### src/rtl/stream_demux_1xn.sv
// Registered 1-to-N stream demux with valid/ready handshake, explicit or
// round-robin channel selection and a one-entry holding register per channel.

module stream_demux_ch #(
  parameter int DATA_W = 8
) (
  input  logic              clk,
  input  logic              rst_n,
  input  logic              i_load,
  input  logic [DATA_W-1:0] i_data,
  input  logic              i_ready,
  output logic [DATA_W-1:0] o_data,
  output logic              o_valid
);
  logic [DATA_W-1:0] r_data;
  logic              r_valid;

  // A load in the drain cycle keeps the slot full with the new beat.
  always_ff @(posedge clk) begin
    if (!rst_n) begin
      r_data  <= '0;
      r_valid <= 1'b0;
    end else if (i_load) begin
      r_data  <= i_data;
      r_valid <= 1'b1;
    end else if (r_valid && i_ready) begin
      r_valid <= 1'b0;
    end
  end

  assign o_data  = r_data;
  assign o_valid = r_valid;
endmodule

module stream_demux_1xn #(
  parameter int DATA_W = 8,
  parameter int SEL_W  = 3,
  localparam int N     = 1 << SEL_W
) (
  input  logic                clk,
  input  logic                rst_n,
  input  logic [DATA_W-1:0]   in_data,
  input  logic                in_valid,
  output logic                in_ready,
  input  logic [SEL_W-1:0]    sel,
  input  logic                mode,
  output logic [N*DATA_W-1:0] out_data,
  output logic [N-1:0]        out_valid,
  input  logic [N-1:0]        out_ready,
  output logic [SEL_W-1:0]    cur_ch
);
  logic [SEL_W-1:0]          r_ptr;
  logic [SEL_W-1:0]          w_tgt;
  logic                      w_accept;
  logic [N-1:0]              w_valid;
  logic [N-1:0][DATA_W-1:0]  w_data;

  assign w_tgt    = mode ? r_ptr : sel;
  assign cur_ch   = w_tgt;
  assign in_ready = ~w_valid[w_tgt] | out_ready[w_tgt];
  assign w_accept = in_valid & in_ready;

  // Strict order: the pointer never skips a stalled channel; N is a power of
  // two so the natural SEL_W-bit wrap gives modulo-N.
  always_ff @(posedge clk) begin
    if (!rst_n)
      r_ptr <= '0;
    else if (w_accept && mode)
      r_ptr <= r_ptr + SEL_W'(1);
  end

  for (genvar k = 0; k < N; k++) begin : g_ch
    stream_demux_ch #(.DATA_W(DATA_W)) u_ch (
      .clk     (clk),
      .rst_n   (rst_n),
      .i_load  (w_accept && (w_tgt == SEL_W'(k))),
      .i_data  (in_data),
      .i_ready (out_ready[k]),
      .o_data  (w_data[k]),
      .o_valid (w_valid[k])
    );
  end

  assign out_data  = w_data;
  assign out_valid = w_valid;
endmodule

### config.mk
export PLATFORM = sky130hd
export DESIGN_NAME = stream_demux_1xn
export DESIGN_NICKNAME = d
export VERILOG_FILES = /design/src/rtl/stream_demux_1xn.sv
export SDC_FILE = /design/constraint.sdc
export NUM_CORES = 1
export LEC_CHECK = 0
export ABC_CLOCK_PERIOD_IN_PS = 2700
export CAP_MARGIN = 20
export CORE_MARGIN = 1.5
export CORE_UTILIZATION = 46
export DETAILED_ROUTE_END_ITERATION = 6
export PLACE_DENSITY = 0.88
export SKIP_CTS_REPAIR_TIMING = 1
export SYNTH_ARGS = -nofsm -noshare
export SYNTH_HDL_FRONTEND = slang
export SYNTH_SLANG_ARGS = --single-unit
### constraint.sdc
create_clock -name clk -period 2.7 [get_ports clk]
set_clock_uncertainty 0.2 [all_clocks]
set_input_delay 0.27 -clock clk [delete_from_list [all_inputs] [get_ports clk]]
set_output_delay 0.27 -clock clk [all_outputs]
set_load 0.01 [all_outputs]
# Word level (Yosys, flattened, before mapping)
# Cells that the tools add are included.
# word_totals
ff_bits,75
inputBits,23
output_inout_bits,76
wordCells,76
# classes
add_sub_neg,1
order_cmp,1
eq_ne,7
muxes,21
bitwise,3
n_reduce_logical,26
# op_table
op,count
two-way mux 1 bit,18
logical AND 1 bit,17
nonzero test 2 bit,8
"== test 3 bit, second input constant",4
binary-select mux 1 bit (select 3 bit),2
"== test 3 x 2 -> 1 bit, second input constant",2
"less-than comparator 3 x 4 -> 1 bit, second input constant",1
"adder 3 x 1 -> 3 bit, second input constant",1
"== test 3 x 1 -> 1 bit, second input constant",1
logical NOT 3 bit,1
two-way mux 3 bit,1
bitwise AND 1 bit,1
inverter 1 bit,1
OR 1 bit,1

# Longest topological paths before layout
# logic_depth
depth_word,8
mapped_depth,9
depth_no_buf,7

# Modules after synthesis
# A second synthesis with hierarchy kept.
# hier_totals
cells_unflattened,302
area_unflattened_um2,3300.7
# by_module_without_submodules
module,instances,cells_each,area_per_inst_um2,seq_area_each_um2
stream_demux_ch,8,28,335.3,180.2
stream_demux_1xn,1,78,618.1,60.1

# Least setup slack after synthesis
# No wires, ideal clock.
# synth_path
kind,input to register
from,input port mode
to,register g_ch[0].u_ch.r_data[2]
setup_time_ns,0.073
t_arrival_ns,1.826
t_required_ns,2.427
slack_ns,0.602
stages,7
n_path_buf,2
cell_sequence,buf_6 > mux2i_4 > mux4_2 > nand3_2 > and4b_1 > buf_6 > mux2i_1
# synth_via
elab_chain_len,7
elab_cells_between_ends,10
classes_between,5 x mux; 3 x bitwise; 2 x reduce/logical
# synth_rtl
item,line_no,rtl
from (decl),46,"input logic mode,"
two-way mux 3 bit *,58,assign w_tgt = mode ? r_ptr : sel;
binary-select mux 1 bit (select 3 bit),60,assign in_ready = ~w_valid[w_tgt] | out_ready[w_tgt];
two-way mux 1 bit (not written as such),60,
inverter 1 bit,60,
OR 1 bit,60,
bitwise AND 1 bit,61,assign w_accept = in_valid & in_ready;
logical AND 1 bit *,76,".i_load (w_accept && (w_tgt == SEL_W'(k))),"
to (signal assigned),24,r_data <= i_data;
to (decl),15,logic [DATA_W-1:0] r_data;
# Mark *: on every way between the ends. The rest lies on a longest branch, timed or not. The select of a mux whose other input is x is not followed.
# A chain may end at the register's enable or synchronous reset.

# Final worst setup path
# layout_path
from,input port out_ready[0]
to,register g_ch[0].u_ch.r_data[4]
# layout_via
elab_chain_len,5
# layout_rtl
item,line_no,rtl
from (decl),49,"input logic [N-1:0] out_ready,"
binary-select mux 1 bit (select 3 bit),60,
two-way mux 1 bit (not written as such),60,
OR 1 bit,60,
bitwise AND 1 bit,61,
logical AND 1 bit,76,
# Every way passes these cells. The select of a mux whose other input is x is not followed.

==> results <==
stage by stage:
stage          instances  total power, uW
2_1_floorplan        323             1314
3_3_place_gp         499             1456
6_report             514             2354
3_5_place_dp         499             1461
4_1_cts              514             2362
5_1_grt              514             2444
registers in the layout, summed over array words and instances, names as in the netlist:
register           flops
g_ch.u_ch.o_data      64
g_ch.u_ch.o_valid      8
r_ptr                  3
cells in the mapped netlist, types with 5 or more instances:
master and number:
nand2b_1 5, buf_4 8, and2_1 5, dfxtp_1 75
buf_2 7, nor2b_1 9, mux2i_1 72, clkbuf_1 9
buf_6 5, o21a_1 8, nor2_1 5, nand2_1 79
routing by layer:
| layer | share of wire | routed length (um) | track usage |
|---|---|---|---|
| met1 | 0.44 | 3780 | 0.2932 |
| met2 | 0.49 | 4167 | 0.3966 |
| met3 | 0.063 | 540 | 0.07429 |
| met4 | 0.010 | 87 | 0.08358 |
| met5 | 0 | 0 | 0 |
where the power goes:
group / switching [uW] / leakage [uW] / total [uW] / internal, uW
clock: 396 / 0.0000996 / 914 / 518
sequential: 21.0 / 0.000608 / 1150 / 1130
combinational: 138 / 0.000982 / 287 / 149
total: 555 / 0.00169 / 2350 / 1800
tightest hold or removal path: stages:
cell	delay [ns]
buf_2	0.22
nand2_1	0.11
mux2i_1	0.05
final timing paths:
kind                            slack (ns)                      to  cells past startpoint                   start
worst min-delay path                  0.19  g_ch[6].u_ch.o_data[0]                      3                   rst_n
worst max register to register        0.29  g_ch[0].u_ch.o_data[4]                      6                r_ptr[0]
worst max-delay path                  0.24  g_ch[0].u_ch.o_data[4]                      8            out_ready[0]
worst min register to register        0.26  g_ch[0].u_ch.o_data[5]                      2  g_ch[0].u_ch.o_data[5]
cell families after synthesis:
kind of cell	Yosys count
adder cells (fa/ha/maj)	1
multiplexers	75
flip-flops	75
AND/OR/NAND/NOR	120
AO/OA/AOI/OAI	19
buffers and inverters	33
cell type report:
| class | count | area [um^2] | share of cell area |
|---|---|---|---|
| flip-flops and latches | 75 | 1504 | 0.3290 |
| multi-input cells | 215 | 1494 | 0.3268 |
| repair buffers | 125 | 1251 | 0.2737 |
| clock buffers | 11 | 131.4 | 0.02874 |
| well taps | 80 | 100.1 | 0.02189 |
| clock inverters | 4 | 76.32 | 0.01669 |
| inverters | 4 | 15.01 | 0.003284 |
cells in the final DEF (no fill, tap or decap), drive strengths merged, types with 2 or more instances in the layout:
cell	n
clkdlybuf4s50	93
nand2	79
dfxtp	75
mux2i	74
buf	28
clkbuf	11
nor2b	9
o21a	8
nand2b	5
and2	5
nor2	5
inv	4
a21oi	4
and4	4
dlymetal6s2s	4
nand3	3
o21ai	3
nor3b	2
nand4	2
and3	2
bufinv	2
==> flow_summary.toml <==
[status]
status = "complete, no violations"

[yosys]
synthMuxAreaShare = 0.2471
syn-num-nets = 347
ys_warn_count = 0
synthXorXnorAreaFrac = 0
synth_compound_area_frac = 0.04000
synth_top_cell_area_share = 0.4706
yosys.area_share.simple = 0.1757
ys_async_sr_fraction = 0
synth_area_per_cell_um2 = 9.878
ys_seq_elements = 75
synth-edff-count = 0
syn-instance-count = 323
synth_area_leaders = "dfxtp_1 (47%), mux2i_1 (23%), nand2_1 (9.3%)"
synth_top_family_by_area = "multiplexers"
synthAdderAreaFrac = 0.003922
ys.flop_type = "dfxtp_1"
yosysSeqAreaShare = 0.4706
ys_types = 32
synth_top_area_cell = "dfxtp_1"
netlist_area_um2 = 3191

[die]
die-area_um2 = 7444
io_pins = 99
die_w_um = 86.28
coreArea_um2 = 6756
fp.dieH_um = 86.28
start_util = 0.4722
fp-row-count = 30

[clock_tree]
cts.sinks = 75
cts_made_buffers = 9
clk_latency_ns = 0.33
clk_pin_slew_ns = 0.08
cts_buffer_depth = 2
cts_tree = "yes"
cts-root-buf = "clkbuf_8"
htreeDepth = 3

[sta]
hold_violations = 0
tightest_slew_ns = 0.5271
finalCritPeriodShare = 0.9101
tns_ns = 0
period_needed_ns = 2.457
timing.fmax_mhz = 407.0
timing.hold.ws_ns = 0.1854
relSlewSlack = 0.6483
setup_violations = 0
final.setup.worst_slack_ns = 0.2428
rsz0062_at_grt = "no"
slew_viol_final = 0

[placed_design]
portBuffers = 98
place_area_um2 = 4347
pre_cts_slack_ns = -0.2525
dp_hpwl_mm = 6.128
place_congestion = 1.020

[worst_setup_path]
startpoint_type = "input port"
cpPeakStageDelay_ns = 0.54
crit_family = "simple AND/OR/NAND/NOR gates"
cp_max_fo = 9
path_cells = "clkdlybuf4s50_1 -> or3b_2 -> a21oi_1 -> nor2_1 -> nand3_2 -> buf_4 -> and4b_1 -> mux2i_1"
cp.required_ns = 2.75
crit_path_top_delay_cell = "and4b_1"
critPathBufInv = 2
endpoint_kind = "flop"
critPathKind = "in2reg"
cp.arrival_ns = 2.51

[finish]
fillCellCount = 505
areaGrowthSynthToFinish_pct = 43.29
drive_gt1_frac = 0.1129
antenna_cells = 0
fin_area_um2 = 4572
final_core_util = 0.6767
final_nets = 454

[global_route]
grtUsageTotal = 0.2385
grt_overflow = 0
antenna_found_initial = 0
grt_pass1_wl_mm = 13.53
grt_pass1_vias = 2716
grt_max_degree = 53

[route]
drt_iter0_markers = 163
via_per_inst = 5.214
drt_pass1_iterations = 4
postRouteAntennaNets = 0
drcViolationCount = 0
wirelength_mm = 8.576
vias = 2680
post_drt_wl_per_cell_um = 16.68

[job]
cap_violations = 0

[pwr]
leakagePower_uw = 0.001689
ir_drop_mv = 0.3616
p_per_area_nw_per_um2 = 514.9

[worst_hold_path]
hp-class = "in2reg"
No activity file was read; power rests on OpenSTA's default activity.
